**src/rtl/mailbox_pkg.sv**
```systemverilog
// Shared types, reset constants and the round-robin search helper
// for the multi-channel mailbox router.
package mailbox_pkg;

    localparam int MAX_CH = 64;
    localparam int MAX_CW = 6;

    typedef logic [MAX_CW-1:0] chan_t;

    localparam int   RST_PTR    = 0;
    localparam logic RST_LOCK   = 1'b0;
    localparam logic RST_TOGGLE = 1'b0;

    // First set bit of mask at or after ptr, wrapping at n.
    // The descending loop lets the nearest candidate win.
    function automatic chan_t rr_next(
        input chan_t             ptr,
        input logic [MAX_CH-1:0] mask,
        input int                n
    );
        int idx;
        rr_next = ptr;
        for (int k = MAX_CH - 1; k >= 0; k--) begin
            idx = int'(ptr) + k;
            if (idx >= n) idx = idx - n;
            if (k < n && mask[idx]) rr_next = chan_t'(idx);
        end
    endfunction

endpackage

```
**src/rtl/mailbox_fifo.sv**
```systemverilog
// Single-channel circular FIFO; occupancy is tracked by a counter so
// full and empty never depend on pointer equality.
module mailbox_fifo
    import mailbox_pkg::*;
#(
    parameter int WIDTH = 8,
    parameter int DEPTH = 4,
    localparam int AW = $clog2(DEPTH),
    localparam int LW = AW + 1
) (
    input  logic             clk,
    input  logic             reset,
    input  logic             wr_en,
    input  logic [WIDTH-1:0] wr_data,
    input  logic             rd_en,
    output logic [WIDTH-1:0] rd_data,
    output logic [LW-1:0]    level,
    output logic             full,
    output logic             empty
);

    logic [WIDTH-1:0] mem [DEPTH];
    logic [AW-1:0]    wr_ptr;
    logic [AW-1:0]    rd_ptr;
    logic             wr_ok;
    logic             rd_ok;

    assign full    = (level == LW'(DEPTH));
    assign empty   = (level == '0);
    assign wr_ok   = wr_en && !full && !reset;
    assign rd_ok   = rd_en && !empty && !reset;
    assign rd_data = mem[rd_ptr];

    always_ff @(posedge clk) begin
        if (wr_ok) mem[wr_ptr] <= wr_data;
    end

    always_ff @(posedge clk) begin
        if (reset) begin
            wr_ptr <= AW'(RST_PTR);
            rd_ptr <= AW'(RST_PTR);
            level  <= '0;
        end else begin
            if (wr_ok) wr_ptr <= wr_ptr + 1'b1;
            if (rd_ok) rd_ptr <= rd_ptr + 1'b1;
            if (wr_ok && !rd_ok) level <= level + 1'b1;
            else if (rd_ok && !wr_ok) level <= level - 1'b1;
        end
    end

endmodule

```
**src/rtl/mailbox_router.sv**
```systemverilog
// Round-robin drain of per-channel FIFOs onto one consumer port,
// with grant lock during stalls and a legacy toggle strobe.
module mailbox_router
    import mailbox_pkg::*;
#(
    parameter int WIDTH    = 8,
    parameter int DEPTH    = 4,
    parameter int CHANNELS = 2,
    localparam int CW = $clog2(CHANNELS),
    localparam int LW = $clog2(DEPTH) + 1
) (
    input  logic                   clk,
    input  logic                   reset,
    input  logic [CHANNELS-1:0]    put_valid,
    input  logic [CHANNELS*WIDTH-1:0] put_data,
    output logic [CHANNELS-1:0]    put_ready,
    output logic                   get_valid,
    output logic [WIDTH-1:0]       get_data,
    output logic [CW-1:0]          get_chan,
    input  logic                   get_ready,
    output logic                   get_toggle,
    output logic [CHANNELS*LW-1:0] level
);

    logic [CHANNELS-1:0] full;
    logic [CHANNELS-1:0] empty;
    logic [CHANNELS-1:0] wr_en;
    logic [CHANNELS-1:0] rd_en;
    logic [WIDTH-1:0]    rd_data [CHANNELS];
    logic [CW-1:0]       rr_ptr;
    logic [CW-1:0]       held;
    logic [CW-1:0]       cand;
    logic [CW-1:0]       grant;
    logic                lock;
    logic                fire;

    for (genvar i = 0; i < CHANNELS; i++) begin : g_chan
        assign put_ready[i] = !reset && !full[i];
        assign wr_en[i]     = put_valid[i] && put_ready[i];
        assign rd_en[i]     = fire && (grant == CW'(i));

        mailbox_fifo #(
            .WIDTH (WIDTH),
            .DEPTH (DEPTH)
        ) u_fifo (
            .clk     (clk),
            .reset   (reset),
            .wr_en   (wr_en[i]),
            .wr_data (put_data[i*WIDTH +: WIDTH]),
            .rd_en   (rd_en[i]),
            .rd_data (rd_data[i]),
            .level   (level[i*LW +: LW]),
            .full    (full[i]),
            .empty   (empty[i])
        );
    end

    // A held grant keeps the presented word stable across a stall.
    always_comb begin
        cand      = CW'(rr_next(chan_t'(rr_ptr), MAX_CH'(~empty), CHANNELS));
        grant     = lock ? held : cand;
        get_valid = lock || (|(~empty));
        get_chan  = get_valid ? grant : '0;
        get_data  = get_valid ? rd_data[grant] : '0;
        fire      = get_valid && get_ready && !reset;
    end

    always_ff @(posedge clk) begin
        if (reset) begin
            rr_ptr     <= CW'(RST_PTR);
            held       <= CW'(RST_PTR);
            lock       <= RST_LOCK;
            get_toggle <= RST_TOGGLE;
        end else if (fire) begin
            lock       <= 1'b0;
            get_toggle <= ~get_toggle;
            rr_ptr     <= (grant == CW'(CHANNELS - 1)) ? '0 : grant + 1'b1;
        end else if (get_valid) begin
            lock <= 1'b1;
            held <= grant;
        end
    end

endmodule

```
**config.mk**
```make
export PLATFORM = sky130hd
export DESIGN_NAME = mailbox_router
export DESIGN_NICKNAME = d
export VERILOG_FILES = /design/src/rtl/mailbox_pkg.sv /design/src/rtl/mailbox_fifo.sv /design/src/rtl/mailbox_router.sv
export SDC_FILE = /design/constraint.sdc
export NUM_CORES = 1
export LEC_CHECK = 0
export ABC_CLOCK_PERIOD_IN_PS = 3600
export CORE_AREA = 2 2 114 61
export DETAILED_ROUTE_END_ITERATION = 12
export DIE_AREA = 0 0 116 63
export DONT_BUFFER_PORTS = 1
export PLACE_DENSITY_LB_ADDON = 0.05
export SLEW_MARGIN = 20
export SYNTH_ARGS = -nofsm -noshare
export SYNTH_HDL_FRONTEND = slang
export SYNTH_SLANG_ARGS = --single-unit
```
**constraint.sdc**
```tcl
create_clock -name clk -period 3.6 [get_ports clk]
set_input_delay 0.72 -clock clk [delete_from_list [all_inputs] [get_ports clk]]
set_output_delay 0.72 -clock clk [all_outputs]
set_load 0.01 [all_outputs]
```
==> flow_metrics.py <==
metrics = {
    "clocking": {
        "postCtsSetupRepairBufs": 0,
        "cts.sinks": 86,
        "htreeDepth": 3,
        "cts.clk_slew.worst_paths_ns": 0.06,
        "worstSkewPairLatency_ns": 0.33,
        "cts_tree": "done",
        "cts.repair.resized": 0,
        "holdBufCountCts": 0,
        "cts_root_buffer": "clkbuf_16",
        "cts_made_buffers": 9,
        "clockBufferDepth": 2,
    },
    "floorplanning": {
        "core_area_sq_um": 6360,
        "die_h_um": 63,
        "die_area_sq_um": 7310,
        "initial_core_util_pct": 57.2,
        "die_w_um": 116,
        "ios": 40,
        "rows": 21,
    },
    "power": {
        "powerDensity_nw_per_um2": 797,
        "seqPwrFrac_pct": 43.0,
        "switchingPower_mw": 1.10,
        "swShare_pct": 34.5,
        "power.leakage_nw": 1.37,
        "p_int_mw": 2.08,
        "clkPwrFrac_pct": 26.0,
        "p_comb_share_pct": 31.0,
        "totalPowerFinal_mw": 3.18,
        "peakVddDrop_v": 0.000394,
    },
    "yosys": {
        "synth_seq_cells": 86,
        "ys.flop_type": "edfxtp_1",
        "ys_async_sr_fraction_pct": 0,
        "syn-num-nets": 270,
        "ys_types": 36,
        "synth_area_sq_um": 3640,
        "yosysTopAreaCell": "edfxtp_1",
        "syn_inst": 237,
        "synth_top_area_share_pct": 52.9,
        "synth_edf_count": 64,
        "synthTopCellsByArea": "edfxtp_1, dfxtp_1, mux4_2",
        "avgSynthCellArea_sq_um": 15.3,
        "synth_warnings": 0,
        "seq_area_frac_synth_pct": 65.0,
    },
    "finish": {
        "diodes": 0,
        "fin_nets": 273,
        "synthToLayoutAreaGrowth_pct": 9.60,
        "instances_no_fill": 337,
        "mostFrequentLayoutCell": "edfxtp_1",
        "final_cell_mix": "edfxtp_1, dfxtp_1, nand2_1",
        "drive_above_1_share_pct": 16.7,
        "fillCellCount": 482,
    },
    "critical_path": {
        "cp-start-kind": "register",
        "worstSetupStartpoint": "g_chan[0].u_fifo.level[2]",
        "cp_slowest_cell": "nand2_1",
        "crit_type": "reg2out",
        "cp-end-kind": "output pin",
        "slowest_delay_ns": 0.54,
        "path_common_cell": "nand2_1",
        "crit_required_ns": 2.88,
        "cp_cell_sequence": "nor4_1 > nand2_1 > nand2_1 > mux2i_1",
        "crit_arrival_ns": 2.16,
        "timing.rr.start": "g_chan[0].u_fifo.level[2]",
        "crit_path_max_fanout": 19,
    },
    "sta": {
        "slew_viol_final": 0,
        "finalSetupTns_ns": 0,
        "setup_violations": 0,
        "finalHoldViolCount": 0,
        "fin_skew_ns": 0.00718,
        "slew_headroom_pct": 53.8,
        "final_min_period_over_clock_period_pct": 79.9,
        "finalCriticalPeriod_ns": 2.88,
        "rsz0062_at_grt": "false",
        "hold_ws_ns": 0.454,
        "timing.fmax_mhz": 348,
        "worst_pin_slew_ns": 0.692,
    },
    "min_path": {
        "min_path_type": "in2reg",
        "min_from": "reset",
    },
    "drt": {
        "routedWlPerCell_um": 18.2,
        "drc": 0,
        "vias": 1899,
        "viasPerCell": 5.64,
        "drt_iter0_drc": 121,
        "wl_um": 6130,
        "detail-route-antenna-nets": 0,
        "drtPass1Iterations": 4,
    },
    "placement": {
        "hpwl_um": 4430,
        "placedCellCount": 321,
        "gp_congestion": 0.779,
        "port_buffers": 0,
    },
    "grt": {
        "grt_pass1_vias": 1968,
        "grt_max_degree": 26,
        "antenna_found_initial": 0,
        "grt_usage_pct": 18.6,
        "grt_pass1_wl_um": 9880,
        "overflow": 0,
    },
    "flow_run": {
        "max_cap_viol_count": 0,
    },
    "outcome": {
        "status": "finished, final reports clean",
    },
}
==> worst max-delay path, delay by kind of cell, from the launching register on <==
| family | cells | cell delay, ns |
|---|---|---|
| muxes | 1 | 0.14 |
| DFF | 1 | 0.42 |
| and+or+nand+nor | 3 | 1.26 |
==> state kept, by name, summed over array words and instances (netlist names), named ones only <==
register and flops:
g_chan.u_fifo.wr_ptr 4, get_toggle 1, rr_ptr 1, g_chan.u_fifo.rd_ptr 4, lock 1, g_chan.u_fifo.level 6, g_chan.u_fifo.mem 64, held 1
==> cells in the mapped netlist, types with 2 or more instances <==
| master | number |
|---|---|
| nand2_1 | 20 |
| or3_4 | 2 |
| o31ai_1 | 2 |
| mux4_2 | 16 |
| buf_1 | 3 |
| inv_1 | 10 |
| nor3_1 | 3 |
| a21oi_1 | 8 |
| nand2b_1 | 3 |
| mux2i_1 | 10 |
| or3_1 | 5 |
| xnor2_1 | 2 |
| clkbuf_1 | 2 |
| nand3_1 | 2 |
| buf_2 | 2 |
| ha_1 | 10 |
| dfxtp_1 | 22 |
| o31ai_2 | 3 |
| and2_1 | 9 |
| nor2_1 | 13 |
| fa_1 | 2 |
| xor2_1 | 7 |
| a211oi_2 | 2 |
| edfxtp_1 | 64 |
| o21ai_0 | 4 |
==> final cells by class <==
type	count	area (sq um)	area share (%)
Clock buffer	9	225	5.65
Clock inverter	7	46.3	1.16
Inverter	10	37.5	0.942
Multi-Input combinational cell	132	1190	29.9
Sequential cell	86	2360	59.3
Tap cell	92	115	2.89
Timing Repair Buffer	1	7.51	0.188
==> per-stage QoR <==
stage | worst slack (ns) | util, % | instance area [sq um]
4_1_cts | 0.756 | 62.7 | 3990
3_5_place_dp | 0.936 | 58.4 | 3710
5_1_grt | 0.627 | 62.7 | 3990
2_1_floorplan | 1.06 | - | 3640
3_3_place_gp | 1.08 | 58.4 | 3710
6_report | 0.725 | 62.7 | 3990
==> path summary, 6_finish.rpt <==
| path | end | slack [ns] | cells past startpoint |
|---|---|---|---|
| setup / recovery | get_data[3] | 0.72 | 4 |
| hold / removal | g_chan[0].u_fifo.level[2] | 0.45 | 1 |
| setup reg to reg | g_chan[1].u_fifo.level[2] | 0.96 | 9 |
| hold reg to reg | register | 0.52 | 2 |
==> routing by layer <==
metal / part of all wire (%) / wire [um] / vias to the layer above / global-route usage (%)
li1: - / - / 890 / -
met3: 6.6 / 402 / 2 / 7.66
met4: 0.34 / 21 / 0 / 4.91
met5: 0 / 0 / - / 0
met2: 46 / 2830 / 53 / 27.5
met1: 47 / 2870 / 954 / 25.7
==> power groups by stage <==
stage / Clock (mW) / Combinational, mW / Sequential (mW)
after floorplan: 0 / 0.887 / 1.30
after global placement: 0 / 0.961 / 1.38
after detailed placement: 0 / 0.992 / 1.39
after CTS: 0.841 / 0.998 / 1.37
after global routing: 0.882 / 1.09 / 1.40
final: 0.826 / 0.987 / 1.37
==> logic make-up (layout without fill, tap and decap cells) <==
| family | Yosys count | in the layout | share of synthesized area (%) |
|---|---|---|---|
| flip-flops | 86 | 86 | 65.0 |
| AND/OR/NAND/NOR | 61 | 61 | 8.43 |
| multiplexers | 26 | 26 | 12.7 |
| AO/OA/AOI/OAI | 24 | 24 | 4.96 |
| buffers and inverters | 19 | 27 | 2.27 |
| adder cells (fa/ha/maj) | 12 | 12 | 4.54 |
| XOR/XNOR | 9 | 9 | 2.17 |
No activity file was read; power rests on OpenSTA's default activity.
